===== src/rtl/fetch_pkg.sv =====
// Shared types and constants for the instruction fetch front-end
// (fetch_queue and its fetch_fifo buffer).
`ifndef DATA_SIZE
`define DATA_SIZE 32
`endif

package fetch_pkg;

    localparam int DATA_W = `DATA_SIZE;

    localparam logic [DATA_W-1:0] NOP_INST = 32'h0000_0013;

    typedef enum logic [0:0] {
        BOOT = 1'b0,
        RUN  = 1'b1
    } fetch_state_e;

    typedef struct packed {
        logic [DATA_W-1:0] inst;
        logic [31:0]       pc;
    } fetch_entry_t;

    function automatic logic [31:0] align_pc(input logic [31:0] pc);
        return {pc[31:2], 2'b00};
    endfunction

endpackage


===== src/rtl/fetch_fifo.sv =====
// DEPTH-entry synchronous FIFO of fetched {inst, pc} pairs with a registered
// head entry, so the consumer never sees a combinational path from push data.
module fetch_fifo
    import fetch_pkg::*;
#(
    parameter int DEPTH = 2
) (
    input  logic                       clk,
    input  logic                       rst_n,
    input  logic                       push,
    input  fetch_entry_t               din,
    input  logic                       pop,
    input  logic                       flush,
    output logic                       full,
    output logic                       empty,
    output logic [$clog2(DEPTH):0]     count,
    output fetch_entry_t               head
);

    localparam int PW = $clog2(DEPTH);
    localparam int CW = PW + 1;
    localparam logic [CW-1:0] DEPTH_C   = CW'(DEPTH);
    localparam logic [PW-1:0] PTR_ONE   = PW'(1'b1);
    localparam logic [CW-1:0] COUNT_ONE = CW'(1'b1);

    fetch_entry_t  mem_r [DEPTH];
    logic [PW-1:0] wr_ptr_r;
    logic [PW-1:0] rd_ptr_r;
    logic [CW-1:0] count_r;
    fetch_entry_t  head_r;

    logic          push_ok_s;
    logic          pop_ok_s;
    logic [PW-1:0] rd_next_s;
    logic [CW-1:0] count_next_s;
    fetch_entry_t  head_next_s;

    assign full  = (count_r == DEPTH_C);
    assign empty = (count_r == '0);
    assign count = count_r;
    assign head  = head_r;

    // Accept/advance decisions and the entry that will sit at the head next cycle.
    always_comb begin
        pop_ok_s     = pop && !empty;
        push_ok_s    = push && (!full || pop_ok_s);
        rd_next_s    = rd_ptr_r;
        count_next_s = count_r;
        head_next_s  = mem_r[rd_ptr_r];
        if (pop_ok_s) begin
            rd_next_s = rd_ptr_r + PTR_ONE;
        end else begin
            rd_next_s = rd_ptr_r;
        end
        if (push_ok_s && !pop_ok_s) begin
            count_next_s = count_r + COUNT_ONE;
        end else if (pop_ok_s && !push_ok_s) begin
            count_next_s = count_r - COUNT_ONE;
        end else begin
            count_next_s = count_r;
        end
        // A word written into the slot that becomes the head bypasses the array.
        if (push_ok_s && (wr_ptr_r == rd_next_s)) begin
            head_next_s = din;
        end else begin
            head_next_s = mem_r[rd_next_s];
        end
    end

    // Storage array, pointers, occupancy and head register.
    always_ff @(posedge clk or negedge rst_n) begin
        if (!rst_n) begin
            for (int i = 0; i < DEPTH; i++) begin
                mem_r[i] <= '{inst: NOP_INST, pc: 32'h0000_0000};
            end
            wr_ptr_r <= '0;
            rd_ptr_r <= '0;
            count_r  <= '0;
            head_r   <= '{inst: NOP_INST, pc: 32'h0000_0000};
        end else if (flush) begin
            wr_ptr_r <= '0;
            rd_ptr_r <= '0;
            count_r  <= '0;
        end else begin
            if (push_ok_s) begin
                mem_r[wr_ptr_r] <= din;
                wr_ptr_r        <= wr_ptr_r + PTR_ONE;
            end
            rd_ptr_r <= rd_next_s;
            count_r  <= count_next_s;
            if (count_next_s != '0) begin
                head_r <= head_next_s;
            end
        end
    end

endmodule


===== src/rtl/fetch_queue.sv =====
// Instruction fetch front-end: sequential PC generation, req/gnt fetch with one
// outstanding request, buffered delivery to decode, and redirect flush.
// Optional build macro FETCH_MISALIGN_CHK_EN enables the misaligned-redirect flag.
module fetch_queue
    import fetch_pkg::*;
#(
    parameter logic [31:0] RESET_PC = 32'h0000_0000,
    parameter int          DEPTH    = 2
) (
    input  logic        clk,
    input  logic        rst_n,
    output logic        imem_req,
    output logic [31:0] imem_addr,
    input  logic        imem_gnt,
    input  logic        imem_rvalid,
    input  logic [31:0] imem_rdata,
    input  logic        redirect_valid,
    input  logic [31:0] redirect_pc,
    output logic        id_valid,
    input  logic        id_ready,
    output logic [31:0] id_inst,
    output logic [31:0] id_pc,
    output logic        fetch_misalign
);

    localparam int CW  = $clog2(DEPTH) + 1;
    localparam int CW1 = CW + 1;
    localparam logic [CW:0] DEPTH_W = CW1'(DEPTH);

    fetch_state_e  state_r;
    fetch_state_e  state_next_s;
    logic          run_s;

    logic [31:0]   fetch_pc_r;
    logic [31:0]   req_pc_r;
    logic          outstanding_r;
    logic          discard_r;

    logic          req_s;
    logic          granted_s;
    logic          rvalid_ok_s;
    logic          push_s;
    logic          pop_s;
    logic [CW:0]   used_s;
    logic [CW:0]   limit_s;
    logic [31:0]   pc_next_s;
    logic [31:0]   req_pc_next_s;
    logic          out_next_s;
    logic          disc_next_s;

    logic          fifo_full_s;
    logic          fifo_empty_s;
    logic [CW-1:0] fifo_count_s;
    fetch_entry_t  fifo_head_s;
    fetch_entry_t  fifo_din_s;

    // FSM state register.
    always_ff @(posedge clk or negedge rst_n) begin
        if (!rst_n) begin
            state_r <= BOOT;
        end else begin
            state_r <= state_next_s;
        end
    end

    // FSM next state: BOOT lasts exactly one cycle.
    always_comb begin
        state_next_s = state_r;
        case (state_r)
            BOOT:    state_next_s = RUN;
            RUN:     state_next_s = RUN;
            default: state_next_s = BOOT;
        endcase
    end

    // FSM outputs.
    always_comb begin
        run_s = 1'b0;
        case (state_r)
            RUN:     run_s = 1'b1;
            default: run_s = 1'b0;
        endcase
    end

    // Request credit and handshake qualification; a head leaving this cycle frees its slot.
    always_comb begin
        pop_s       = !fifo_empty_s && id_ready;
        used_s      = {1'b0, fifo_count_s} + {{CW{1'b0}}, outstanding_r};
        limit_s     = DEPTH_W + {{CW{1'b0}}, pop_s};
        req_s       = run_s && !redirect_valid && (used_s < limit_s);
        granted_s   = req_s && imem_gnt;
        rvalid_ok_s = imem_rvalid && outstanding_r;
        push_s      = rvalid_ok_s && !discard_r && !redirect_valid
                      && (!fifo_full_s || pop_s);
    end

    // Next fetch PC, outstanding tracking and discard marking.
    always_comb begin
        pc_next_s     = fetch_pc_r;
        req_pc_next_s = req_pc_r;
        out_next_s    = outstanding_r;
        disc_next_s   = discard_r;
        if (granted_s) begin
            out_next_s    = 1'b1;
            req_pc_next_s = fetch_pc_r;
        end else if (rvalid_ok_s) begin
            out_next_s    = 1'b0;
            req_pc_next_s = req_pc_r;
        end else begin
            out_next_s    = outstanding_r;
            req_pc_next_s = req_pc_r;
        end
        if (redirect_valid) begin
            pc_next_s   = align_pc(redirect_pc);
            disc_next_s = out_next_s;
        end else if (granted_s) begin
            pc_next_s   = fetch_pc_r + 32'd4;
            disc_next_s = rvalid_ok_s ? 1'b0 : discard_r;
        end else begin
            pc_next_s   = fetch_pc_r;
            disc_next_s = rvalid_ok_s ? 1'b0 : discard_r;
        end
    end

    // Fetch-side state registers.
    always_ff @(posedge clk or negedge rst_n) begin
        if (!rst_n) begin
            fetch_pc_r    <= RESET_PC;
            req_pc_r      <= RESET_PC;
            outstanding_r <= 1'b0;
            discard_r     <= 1'b0;
        end else begin
            fetch_pc_r    <= pc_next_s;
            req_pc_r      <= req_pc_next_s;
            outstanding_r <= out_next_s;
            discard_r     <= disc_next_s;
        end
    end

    assign fifo_din_s = '{inst: imem_rdata, pc: req_pc_r};

    fetch_fifo #(
        .DEPTH(DEPTH)
    ) u_fifo (
        .clk   (clk),
        .rst_n (rst_n),
        .push  (push_s),
        .din   (fifo_din_s),
        .pop   (pop_s),
        .flush (redirect_valid),
        .full  (fifo_full_s),
        .empty (fifo_empty_s),
        .count (fifo_count_s),
        .head  (fifo_head_s)
    );

    assign imem_req  = req_s;
    assign imem_addr = fetch_pc_r;
    assign id_valid  = !fifo_empty_s;
    assign id_inst   = fifo_head_s.inst;
    assign id_pc     = fifo_head_s.pc;

`ifdef FETCH_MISALIGN_CHK_EN
    logic misalign_r;

    // One-cycle flag for a redirect target with nonzero low bits.
    always_ff @(posedge clk or negedge rst_n) begin
        if (!rst_n) begin
            misalign_r <= 1'b0;
        end else begin
            misalign_r <= redirect_valid && (redirect_pc[1:0] != 2'b00);
        end
    end

    assign fetch_misalign = misalign_r;
`else
    logic unused_low_bits_s;
    assign unused_low_bits_s = ^redirect_pc[1:0];
    assign fetch_misalign    = 1'b0;
`endif

endmodule


===== config.mk =====
export PLATFORM = sky130hd
export DESIGN_NAME = fetch_queue
export DESIGN_NICKNAME = d
export VERILOG_FILES = /design/src/rtl/fetch_pkg.sv /design/src/rtl/fetch_fifo.sv /design/src/rtl/fetch_queue.sv
export SDC_FILE = /design/constraint.sdc
export NUM_CORES = 1
export LEC_CHECK = 0
export ABC_AREA = 1
export CAP_MARGIN = 25
export CORE_MARGIN = 2
export CORE_UTILIZATION = 60
export CTS_CLUSTER_SIZE = 25
export DETAILED_ROUTE_END_ITERATION = 16
export HOLD_SLACK_MARGIN = 0.08
export PLACE_DENSITY = 0.86
export SLEW_MARGIN = 25
export SYNTH_ARGS = -nofsm -noshare
export SYNTH_HDL_FRONTEND = slang
export SYNTH_SLANG_ARGS = --single-unit

===== constraint.sdc =====
create_clock -name clk -period 5.5 [get_ports clk]
set_input_delay 1.65 -clock clk [delete_from_list [all_inputs] [get_ports clk]]
set_output_delay 1.65 -clock clk [all_outputs]
set_load 0.03 [all_outputs]

; ---- Word level (Yosys, flattened, before mapping)
; Index checks and enable logic that the tools add are counted.
[totals]
regBits = 263
out_inout_bits = 99
inputBits = 70
wordCells = 80
[op_classes]
eq_ne = 2
n_mux = 21
bitwise_logic = 3
n_reduce_logical = 29
n_addsub = 7
n_lt_le_gt_ge = 4
[op_table]
columns = cell, n
row1 = two-way mux 64 bit, 5
row2 = bitwise mux 128 bit, 1
row3 = demux 64 bit (select 1 bit), 1
row4 = two-way mux 32 bit, 2
row5 = "adder 32 x 3 -> 32 bit, second input constant", 1
row6 = logical AND 1 bit, 14
row7 = two-way mux 1 bit, 9
row8 = nonzero test 2 bit, 4
row9 = logical NOT 1 bit, 6
row10 = two-way mux 2 bit, 3
row11 = "greater-or-equal comparator 2 bit, second input constant", 2
row12 = inverter 1 -> 2 bit, 2
row13 = AND reduction 2 bit, 2
row14 = adder 2 x 1 -> 3 bit, 1
row15 = "adder 2 x 1 -> 3 bit, first input constant", 1
row16 = < comparator 3 bit, 1
row17 = "adder 1 bit, second input constant", 2
row18 = "adder 2 x 1 -> 2 bit, second input constant", 1
row19 = "== test 2 bit, second input constant", 1
row20 = logical NOT 2 bit, 1
row21 = logical OR 1 bit, 2
row22 = "< comparator 2 x 1 -> 1 bit, second input constant", 1
row23 = "subtractor 2 x 1 -> 2 bit, second input constant", 1
row24 = == test 1 bit, 1
row25 = inverter 1 bit, 1

; ---- Longest topological paths before layout
[depth]
depth_word = 12
ltp_mapped = 14
mapped_depth_nobuf = 13

; ---- Modules after synthesis
; Synthesis repeated with hierarchy kept, for this count alone.
[unflattened]
cells_unflattened = 1726
hier_area_um2 = 12803.5
[modules_own_cells]
columns = mod, n_inst, cells_each, area_per_inst_um2, seq_area_each_um2
row1 = fetch_fifo, 1, 1219, 9231.4, 4916.0
row2 = fetch_queue, 1, 507, 3572.2, 1576.5

; ---- Worst setup path before layout
; No wires, ideal clock.
[synth_path]
kind = in2out
startpoint = in redirect_valid
endpoint = out imem_req
arrival_time_ns = 2.362
t_required_ns = 3.850
path_slack_ns = 1.488
path_stages = 6
path_buffers = 1
cell_sequence = buf_2 inv_2 nand2_1 nor2_1 nand2_1 inv_1
[synth_between]
elab_chain_len = 3
[synth_rtl]
columns = item, line
row1 = start: declaration, fetch_queue.sv:17  ; input logic redirect_valid,
row2 = logical NOT 1 bit, fetch_queue.sv:90  ; req_s = run_s && !redirect_valid && (used_s < limit_s);
row3 = logical AND 1 bit (2 in a row), fetch_queue.sv:90
row4 = end: declaration, fetch_queue.sv:12  ; output logic imem_req,
; Every way passes these cells.

; ---- Worst setup path in the final report
; Ends and elaborated chain as after synthesis.

==> qor.tcl <==
set qor(cpMostUsedCell) {sky130_fd_sc_hd__nand2_1}
set qor(cts-htree-levels) 1
set qor(remaining_drc_errors) 0
set qor(std_cell_rows) 52
set qor(worst_path_max_delay_cell) {sky130_fd_sc_hd__clkdlybuf4s50_1}
set qor(dp_slack_ns) 1.01
set qor(min-delay-path-class) {reg -> reg}
set qor(first_global_vias) 11200
set qor(clkSlewWorstSetupHoldPaths_ns) 0.06
set qor(synth_top_cell_by_area) {sky130_fd_sc_hd__dfrtp_1}
set qor(layout.cells.most_common) {sky130_fd_sc_hd__nand2_1}
set qor(most-common-layout-cells) {sky130_fd_sc_hd__nand2_1, sky130_fd_sc_hd__dfrtp_1, sky130_fd_sc_hd__nand3_1}
set qor(synth_warnings) 0
set qor(antenna_found_initial) 0
set qor(gp_routability_congestion) 0.907
set qor(required_ns) 3.85
set qor(overflow_left_after_global_routing) 0
set qor(vias) 11400
set qor(floorplan.die.height_um) 148
set qor(cts_setup_buffers) 0
set qor(drv_slew) 0
set qor(finalCritPeriodShare) 0.822
set qor(wl_per_cell_um) 16.2
set qor(clock_latency_ns) 0.54
set qor(timing.critical_path.slowest_cell_delay_ns) 0.45
set qor(p_switching_mw) 2.63
set qor(diodes) 0
set qor(setup.worst_path.end_class) {primary output}
set qor(detail_route.iter0.violations) 982
set qor(highest_fanout_seen_on_the_critical_path) 8
set qor(root_buffer) {sky130_fd_sc_hd__clkbuf_16}
set qor(p_int_mw) 4.51
set qor(fin_crit_ns) 4.52
set qor(wire_length_of_the_first_global_routing_pass_um) 55100
set qor(tns_ns) 0
set qor(drt-total-wl_um) 33100
set qor(synthDistinctLibCells) 28
set qor(worst_ep_arrival_time_ns) 2.87
set qor(grt_start_max_net_pins) 102
set qor(post-route-cell-area_um2) 15000
set qor(cts_repair_resize_count) 0
set qor(clock_network_fraction_of_design_power) 0.269
set qor(ys_seq_area_frac) 0.511
set qor(power_frac_seq) 0.388
set qor(yosys.area.top_type_share) 0.492
set qor(cts_tree) {yes}
set qor(port_buffers) 161
set qor(fin_nets) 1835
set qor(setup-violations-final) 0
set qor(setup_ws_ns) 0.979
set qor(critical_path.reg2reg.startpoint) {u_fifo.count[0]$_DFF_PN0_}
set qor(critical_path.startpoint) {redirect_valid}
set qor(via_density) 5.56
set qor(worst_ir_drop_vdd_mv) 0.257
set qor(grt_setup_unrepaired) {no}
set qor(power.switching_fraction) 0.368
set qor(timing.fmax_mhz) 221
set qor(initial_utilization) 0.613
set qor(comb_power_share) 0.343
set qor(max_slew.worst_pin.slew_ns) 0.782
set qor(hold_buffers) 0
set qor(core_area_um2) 20200
set qor(power.density_nw_per_um2) 476
set qor(leakage_nw) 7.60
set qor(layout-area-overhead-vs-synth_pct) 21.0
set qor(clock_skew_ns) 0.0248
set qor(timing.hold.ws_ns) 0.479
set qor(cp_top_family) {buffers and inverters}
set qor(cts.path.max_buffers) 3
set qor(grt_usage) 0.307
set qor(timing.critical_path.cells) {clkdlybuf4s50_1 -> inv_2 -> nand2_1 -> nor2_1 -> nand2_1 -> inv_1 -> buf_4}
set qor(critPathKind) {in -> out}
set qor(setup.worst_path.start_class) {input pin}
set qor(cts_made_buffers) 27
set qor(synth_area_um2) 12400
set qor(netlist_top_cells_area) {sky130_fd_sc_hd__dfrtp_1, sky130_fd_sc_hd__nand2_1, sky130_fd_sc_hd__nand3_1, sky130_fd_sc_hd__o21ai_1, sky130_fd_sc_hd__inv_1}
set qor(register_bit_count_reported_by_yosys) 253
set qor(hold_violations) 0
set qor(run_status) {complete, no violations}
set qor(syn_area_cell_um2) 7.53
set qor(die_area_um2) 21800
set qor(crit_buf_inv) 4
set qor(timing.max_slew.rel_slack) 0.479
set qor(drive_above_1_share) 0.0545
set qor(postLayoutCoreUtil) 0.742
set qor(detailedRoute.firstPassIterationCount) 6
set qor(die-width_um) 148
set qor(number_of_sinks_on_the_clock_net) 253
set qor(detailed_place.area_um2) 14100
set qor(synth_cells) 1648
set qor(timing.max_cap.violations) 0
set qor(hold_path_startpoint) {u_fifo.mem_r[100]$_DFFE_PN1P_}
set qor(dp.final_hpwl_um) 20100
set qor(final_antenna_net_count) 0
set qor(io_pins) 169
[cell usage after synthesis (all sizes together)]
library cell,instances
nand3,217
xor2,15
dfrtp,244
xnor2,1
nand4,2
ha,5
clkinv,1
a21oi,3
o211ai,9
inv,119
buf,63
nand2,693
o21ai,173
dfstp,9
nor2,53
nor3,1
conb,2
clkbuf,38
[logic make-up after synthesis]
group,synth area share
buffers and inverters,0.0739
AO/OA/AOI/OAI,0.0774
flip-flops,0.511
XOR/XNOR,0.0113
other,0.000605
AND/OR/NAND/NOR,0.321
adder cells (fa/ha/maj),0.00504
[metal layers]
metal / vias to the layer above / wire length [um] / track usage
li1: 5427 / - / -
met1: 5357 / 13600 / 0.417
met2: 530 / 15800 / 0.509
met3: 79 / 2870 / 0.0472
met4: 0 / 872 / 0.107
met5: - / 0 / 0
[metrics by stage]
step | power [mW] | instances
6_report | 7.14 | 2050
3_5_place_dp | 5.21 | 2001
5_1_grt | 7.54 | 2050
4_1_cts | 7.15 | 2050
3_3_place_gp | 5.12 | 2001
2_1_floorplan | 4.31 | 1652
[final cells by class]
class | instances | area (um2)
Clock buffer | 41 | 798
Timing Repair Buffer | 180 | 1770
Fill cell | 1501 | 5220
Sequential cell | 253 | 6340
Inverter | 120 | 450
Tap cell | 270 | 338
Multi-Input combinational cell | 1178 | 5170
Clock inverter | 8 | 144
[state kept, by name, summed over array words and instances (netlist names)]
signal,flops
u_fifo.count,2
u_fifo.head,62
outstanding_r,1
u_fifo.mem_r,124
u_fifo.wr_ptr_r,1
discard_r,1
u_fifo.rd_ptr_r,1
imem_addr,30
state_r,1
req_pc_r,30
[worst reg2reg max path: stages, from the launching register on]
cell and delay, ns:
sky130_fd_sc_hd__dfrtp_1 0.38, sky130_fd_sc_hd__inv_1 0.09, sky130_fd_sc_hd__ha_1 0.23, sky130_fd_sc_hd__inv_2 0.07, sky130_fd_sc_hd__nand2_2 0.10, sky130_fd_sc_hd__a21oi_4 0.64
sky130_fd_sc_hd__nand2_4 0.52, sky130_fd_sc_hd__buf_4 0.46, sky130_fd_sc_hd__nand2_1 0.13, sky130_fd_sc_hd__o21ai_1 0.08
[worst paths after layout]
check | endpoint | slack, ns | cells past startpoint
min in group asynchronous | u_fifo.mem_r[111]$_DFFE_PN0P_ | 1.12 | 1
hold reg to reg | u_fifo.mem_r[100]$_DFFE_PN1P_ | 0.48 | 2
max in group asynchronous | imem_addr[31]$_DFFE_PN0P_ | 3.25 | 2
setup / recovery | imem_req | 0.98 | 7
setup reg to reg | u_fifo.mem_r[25]$_DFFE_PN0P_ | 2.65 | 9
hold / removal | u_fifo.mem_r[100]$_DFFE_PN1P_ | 0.48 | 2
[power by group through the flow]
stage,Sequential (mW),Clock [mW],Combinational [mW]
2_1_floorplan,3.14,0,1.17
3_3_place_gp,2.75,0,2.37
3_5_place_dp,2.77,0,2.43
4_1_cts,2.75,1.94,2.46
5_1_grt,2.82,2.01,2.71
6_report,2.77,1.92,2.45
No activity file was read; power rests on OpenSTA's default activity.
